$ cat config.mk
export PLATFORM = sky130hd
export DESIGN_NAME = bootrom_copy_ctrl
export DESIGN_NICKNAME = d
export VERILOG_FILES = /design/src/rtl/bootrom_copy_ctrl.sv
export SDC_FILE = /design/constraint.sdc
export NUM_CORES = 1
export LEC_CHECK = 0
export CAP_MARGIN = 25
export CELL_PAD_IN_SITES_DETAIL_PLACEMENT = 0
export CELL_PAD_IN_SITES_GLOBAL_PLACEMENT = 1
export CORE_MARGIN = 4
export CORE_UTILIZATION = 35
export CTS_CLUSTER_DIAMETER = 40
export CTS_CLUSTER_SIZE = 25
export DETAILED_ROUTE_END_ITERATION = 6
export PLACE_DENSITY = 0.9
export SLEW_MARGIN = 10
export SYNTH_ARGS = -nofsm -noshare
export SYNTH_HDL_FRONTEND = slang
export SYNTH_SLANG_ARGS = --single-unit
$ cat constraint.sdc
create_clock -name I_clk -period 2.3 [get_ports I_clk]
set_input_delay 0.46 -clock I_clk [delete_from_list [all_inputs] [get_ports I_clk]]
set_output_delay 0.46 -clock I_clk [all_outputs]
set_load 0.05 [all_outputs]
$ cat src/rtl/bootrom_copy_ctrl.sv
// Boot ROM to RAM copier holding the CPU in reset until done; option BOOTROM_COPY_CHECKSUM_EN.
// Latency: 3 cycles per 16-bit word (READ, WAIT, WRITE) with the RAM always ready.
// Backpressure: WRITE holds we/addr/data stable until I_ram_ready is sampled high.
module bootrom_copy_ctrl #(
    parameter int                ROM_AW       = 8,
    parameter int                RAM_AW       = 16,
    parameter int                BYTE_COUNT   = 256,
    parameter logic [RAM_AW-1:0] DEST_BASE    = '0,
    parameter logic [15:0]       EXPECTED_SUM = 16'h0000
) (
    input  logic              I_clk,
    input  logic              I_reset_n,
    input  logic              I_start,
    output logic              O_rom_enable,
    output logic [ROM_AW-1:0] O_rom_addr,
    input  logic [15:0]       I_rom_data,
    output logic              O_ram_we,
    output logic [RAM_AW-1:0] O_ram_addr,
    output logic [15:0]       O_ram_data,
    input  logic              I_ram_ready,
    output logic              O_busy,
    output logic              O_done,
    output logic              O_cpu_reset,
    output logic [15:0]       O_checksum,
    output logic              O_checksum_ok
);

    // One extra pointer bit lets a full 2^ROM_AW image finish without wrapping.
    localparam int            PW       = ROM_AW + 1;
    localparam logic [PW-1:0] LAST_PTR = PW'(BYTE_COUNT - 2);

    typedef enum logic [2:0] {
        S_IDLE,
        S_READ,
        S_WAIT,
        S_WRITE,
        S_DONE
    } state_t;

    state_t        state;
    logic [PW-1:0] ptr;
    logic [PW-1:0] ptr_next;
    logic          accept;
    logic          last_word;
    logic          release_ok;

    assign ptr_next  = ptr + PW'(2);
    assign accept    = (state == S_WRITE) && I_ram_ready;
    assign last_word = (ptr == LAST_PTR);

`ifdef BOOTROM_COPY_CHECKSUM_EN
    logic [15:0] sum_q;
    logic [15:0] sum_next;
    logic        sum_ok_q;

    assign sum_next   = sum_q + O_ram_data;
    assign release_ok = (sum_next == EXPECTED_SUM);

    always_ff @(posedge I_clk or negedge I_reset_n) begin
        if (!I_reset_n) begin
            sum_q    <= '0;
            sum_ok_q <= 1'b0;
        end else if ((state == S_IDLE) && I_start) begin
            sum_q    <= '0;
            sum_ok_q <= 1'b0;
        end else if (accept) begin
            sum_q <= sum_next;
            if (last_word) begin
                sum_ok_q <= release_ok;
            end
        end
    end

    assign O_checksum    = sum_q;
    assign O_checksum_ok = sum_ok_q;
`else
    logic unused_expected_sum;

    assign unused_expected_sum = ^EXPECTED_SUM;
    assign release_ok          = 1'b1;
    assign O_checksum          = '0;
    assign O_checksum_ok       = 1'b1;
`endif

    always_ff @(posedge I_clk or negedge I_reset_n) begin
        if (!I_reset_n) begin
            state        <= S_IDLE;
            ptr          <= '0;
            O_rom_enable <= 1'b0;
            O_rom_addr   <= '0;
            O_ram_we     <= 1'b0;
            O_ram_addr   <= '0;
            O_ram_data   <= '0;
            O_busy       <= 1'b0;
            O_done       <= 1'b0;
            O_cpu_reset  <= 1'b1;
        end else begin
            case (state)
                S_IDLE: begin
                    if (I_start) begin
                        state        <= S_READ;
                        ptr          <= '0;
                        O_busy       <= 1'b1;
                        O_rom_enable <= 1'b1;
                        O_rom_addr   <= '0;
                    end
                end
                S_READ: begin
                    O_rom_enable <= 1'b0;
                    state        <= S_WAIT;
                end
                S_WAIT: begin
                    // ROM word is valid only in this cycle; it lands in the write-data register.
                    O_ram_data <= I_rom_data;
                    O_ram_addr <= DEST_BASE + RAM_AW'(ptr);
                    O_ram_we   <= 1'b1;
                    state      <= S_WRITE;
                end
                S_WRITE: begin
                    if (I_ram_ready) begin
                        O_ram_we <= 1'b0;
                        if (last_word) begin
                            state       <= S_DONE;
                            O_busy      <= 1'b0;
                            O_done      <= 1'b1;
                            O_cpu_reset <= !release_ok;
                        end else begin
                            ptr          <= ptr_next;
                            O_rom_enable <= 1'b1;
                            O_rom_addr   <= ptr_next[ROM_AW-1:0];
                            state        <= S_READ;
                        end
                    end
                end
                S_DONE: begin
                    state <= S_DONE;
                end
                default: begin
                    state <= S_IDLE;
                end
            endcase
        end
    end

endmodule

Yosys cells after proc, flatten, opt, wreduce, memory -nomap -nowiden
Index checks and enable logic that the tools add are counted.
W data, S select, Z words.
{ "classes": {"n_mux": 21, "n_eq_ne": 9, "n_reduce_logical": 10, "add_sub_neg": 1} }
{ "ops": {"columns": ["cell", "count"], "rows": [
  ["$mux W9", 3],
  ["$mux W8", 3],
  ["$pmux W9 S2", 1],
  ["$pmux W8 S2", 1],
  ["$pmux W3 S5", 1],
  ["$reduce_and A4 Y1", 3],
  ["$add A9 B2 Y9 const B", 1],
  ["$eq A9 B8 Y1 const B", 1],
  ["$mux W3", 3],
  ["$ne A2 B2 Y1 const B", 4],
  ["$eq A3 B2 Y1 const B", 2],
  ["$mux W1", 6],
  ["$pmux W1 S2", 2],
  ["$reduce_and A2 Y1", 2],
  ["$reduce_bool A2 Y1", 2],
  ["$eq A3 B1 Y1 const B", 1],
  ["$eq A3 B3 Y1 const B", 1],
  ["$logic_not A3 Y1", 1],
  ["$pmux W1 S3", 1],
  ["$reduce_and A3 Y1", 1],
  ["$reduce_bool A3 Y1", 1]
]} }
{ "totals": {"register_bits": 50, "output_inout_bits": 62, "input_bits": 20, "word_cells": 51} }

Longest topological paths before layout
{ "logic_depth": {"depth_word": 4, "ltp_mapped": 5, "mapped_depth_nobuf": 5} }

Worst setup path before layout
Ideal clock, no wire load.
{ "synth_timing": {"path_kind": "register to register", "start": "register state[1]", "end": "register O_rom_addr[2]", "path_buffers": 1, "synth_period_minus_slack_ns": 1.536, "t_required_ns": 2.179, "path_slack_ns": 0.764, "setup_time_ns": 0.121, "path_stages_with_launch": 6, "t_arrival_ns": 1.415, "path_cell_list": "dfrtp_1 clkbuf_8 or4b_4 nand2_1 o21ai_0 a22o_1"} }
{ "synth_between": {"elab_chain_len": 3, "word_cells_on_any_way": 8, "classes_between": "eq/ne (4); mux (1); reduce/logical (3)"} }
{ "synth_lines": {"columns": ["item", "line_no", "source"], "rows": [
  ["start: declaration", "40", "state_t state;"],
  ["start signal: assignment", "87", "state <= S_IDLE;"],
  ["start signal: assignment", "101", "state <= S_READ;"],
  ["start signal: assignment", "110", "state <= S_WAIT;"],
  ["$eq A3 B2 Y1 or $logic_not A3 Y1 (tied branches)", "98", "case (state)"],
  ["$ne A2 B2 Y1 (no source line) or $reduce_bool A2 Y1 (tied branches)", null, null],
  ["$reduce_and A4 Y1 (no source line)", null, null],
  ["end signal: assignment", "130", "O_rom_addr <= ptr_next[ROM_AW-1:0];"],
  ["end: declaration", "15", "output logic [ROM_AW-1:0] O_rom_addr,"]
]} }
Parallel ways exist; a longest one is shown, timed or not.
A chain may end at the register's enable or synchronous reset.

Final worst setup path
{ "layout_timing": {"start": "register O_rom_addr[6]", "end": "output O_rom_addr[6]"} }
No word-level cell between the ends.

==> results.py <==
metrics = {
    "run_status": {
        "status": "completed",
    },
    "setup_path": {
        "cp.required_ps": 1840,
        "setup.reg_to_reg.worst_slack_ps": 610,
        "worstPathMaxFanout": 8,
        "cp_cell_sequence": "clkdlybuf4s50_1",
        "slowest_delay_ps": 860,
        "r2r_cells": 4,
        "path_buf_inv": 1,
        "crit_arrival_ps": 1630,
        "startpoint_type": "register",
        "cp_num_cells": 1,
        "crit_start": "O_rom_addr[6]",
        "critPathSlowestCell": "clkdlybuf4s50_1",
        "crit_path_end_kind": "output pin",
        "crit_type": "reg -> out",
        "rr_startpoint": "state[0]",
        "cpLargestDelayFamily": "buffers and inverters",
    },
    "yosys": {
        "synth_flop_cell": "dfrtp_1",
        "ys_warn_count": 0,
        "seq_area_frac_synth_pct": 49.1,
        "synth-edff-count": 0,
        "syn_area_mm2": 0.00204,
        "syn_inst": 170,
        "synth-async-reset-ratio_pct": 100,
        "synth_cell_type_count": 47,
        "ys_seq_elements": 40,
        "avgSynthCellArea_um2": 12.0,
    },
    "die": {
        "coreArea_mm2": 0.00557,
        "start_util_pct": 36.7,
        "die_w_um": 84.4,
        "num_rows": 27,
        "io_pins": 82,
        "dieArea_mm2": 0.00712,
        "die_h_um": 84.4,
    },
    "route": {
        "dr_total_vias": 1363,
        "routedWlPerCell_um": 12.9,
        "drtPass1Iterations": 4,
        "drc_errors": 0,
        "wirelength_mm": 3.81,
        "postRouteAntennaNets": 0,
        "vias_per_cell": 4.62,
        "first_iter_violations": 46,
    },
    "min_path": {
        "min_path_type": "in -> async",
    },
    "cts": {
        "clk_latency_ps": 290,
        "postCtsSetupBuffers": 0,
        "cts.repair.resized": 0,
        "path_clk_slew_ps": 70,
        "numCtsBuffers": 5,
        "cts_buffer_depth": 2,
        "h-tree-depth": 2,
        "cts_tree": "done",
        "cts.sinks": 40,
        "cts-hold-fix-buffers": 0,
        "cts_root_buffer": "clkbuf_8",
    },
    "timing": {
        "setup-tns-final_ps": 0,
        "tightest_slew_ps": 519,
        "hold_violations": 0,
        "fin_crit_ps": 2090,
        "slew_viol_final": 0,
        "final.period_utilization_pct": 90.7,
        "fmaxAchievable_mhz": 480,
        "rsz0062_at_grt": "false",
        "relSlewSlack_pct": 65.3,
        "finalSetupViolations": 0,
        "fin_skew_ps": 4.29,
    },
    "grt": {
        "grt.overflow.total": 0,
        "grt.total_usage_pct": 11.1,
        "grt_pass1_wl_mm": 6.41,
        "grt_pass1_vias": 1345,
        "grt_max_degree": 17,
        "antenna_found_initial": 0,
    },
    "pwr": {
        "vdd_drop_max_v": 0.000632,
        "p_sw_mw": 1.89,
        "pwr_density_cell_mw_per_mm2": 1540,
        "fin_total_pwr_mw": 3.97,
        "intPower_mw": 2.09,
        "p_sw_share_pct": 47.5,
        "clkPwrFrac_pct": 11.9,
        "p_seq_share_pct": 30.1,
        "p_leak_nw": 1.13,
        "comb_power_share_pct": 58.0,
    },
    "layout": {
        "nets": 243,
        "areaGrowthSynthToFinish_pct": 26.4,
        "drive_gt1_share_pct": 22.4,
        "antenna_cells": 0,
        "nFillCells": 520,
    },
    "place": {
        "gp_congestion": 0.790,
        "portBuffers": 55,
        "dp_hpwl_mm": 2.93,
    },
    "run": {
        "maxCapViolCount": 0,
    },
}
-- sequential cells by signal (all words and copies together) (netlist names) --
register	cells
O_cpu_reset	1
state	3
O_busy	1
O_done	1
ptr	2
O_rom_addr	6
O_rom_enable	1
O_ram_we	1
O_ram_addr	8
O_ram_data	16
-- cells in the mapped netlist (2+ instances only) --
cell      number  area [µm²]
a21o_1         2        15.0
a21oi_1        4        20.0
a22o_2         2        20.0
a31o_2         2        17.5
buf_4         33         248
buf_6          3        33.8
clkbuf_8       2        27.5
conb_1         2        7.51
dfrtp_1       39         976
mux2_2        24         270
nand2_1        7        26.3
nand3_1        2        10.0
nor2_1         6        22.5
nor3_1         4        20.0
o21ai_0        6        30.0
-- metal layers --
layer | global-route usage, % | wire (µm)
met5 | 0 | 0
met4 | 3.88 | 55
met3 | 5.10 | 427
met2 | 17.6 | 1720
met1 | 13.4 | 1610
-- power by group through the flow --
stage	clock network [mW]	logic [mW]	registers [mW]
2_1_floorplan	0	1.06	1.90
3_3_place_gp	0	2.30	1.20
3_5_place_dp	0	2.32	1.22
4_1_cts	0.498	2.33	1.20
5_1_grt	0.519	2.44	1.25
6_report	0.473	2.30	1.20
-- through the flow --
| step | hold WS, ps | util, % | cell area (µm²) | setup slack [ps] | cells |
|---|---|---|---|---|---|
| after floorplan | 164 | - | 2130 | 764 | 194 |
| after global placement | 345 | 44.7 | 2490 | 319 | 287 |
| after detailed placement | 340 | 44.7 | 2490 | 300 | 287 |
| after CTS | 19.9 | 46.3 | 2580 | 195 | 295 |
| after global routing | 29.9 | 46.3 | 2580 | 138 | 295 |
| final | 26.7 | 46.3 | 2580 | 215 | 295 |
-- path summary, 6_finish.rpt --
| check | to |
|---|---|
| max reg2reg | O_rom_addr[5] |
| max | O_rom_addr[6] |
| max in group asynchronous | O_cpu_reset |
| min | O_rom_addr[5] |
| min reg2reg | O_ram_we |
| min in group I_clk | O_ram_we |
-- layout make-up --
type | instances | area, µm² | share of cell area [%]
multi-input cells | 113 | 810 | 31.3
well taps | 72 | 90.1 | 3.49
repair buffers | 60 | 583 | 22.6
clock buffers | 8 | 90.1 | 3.49
inverters | 2 | 7.51 | 0.291
flip-flops and latches | 40 | 1000 | 38.8
-- cells by family after synthesis --
| family | synth area share (%) |
|---|---|
| other | 0.368 |
| buffers and inverters | 15.7 |
| multiplexers | 13.2 |
| flip-flops | 49.1 |
| AO/OA/AOI/OAI | 9.68 |
| adder cells (fa/ha/maj) | 0.612 |
| AND/OR/NAND/NOR | 11.3 |
-- layout by cell type (no fill, tap or decap), types with 2 or more instances in the layout --
cell type         n
o21ai_0           6
nand2_1           7
dfrtp_1          39
a21o_1            2
a21oi_1           4
clkdlybuf4s50_1  54
clkbuf_1          2
mux2_2           24
a31o_2            2
conb_1           26
a22o_2            2
clkbuf_8          6
nor2_1            6
nand3_1           2
nor3_1            4
buf_4             5
No activity file was read; power rests on OpenSTA's default activity.
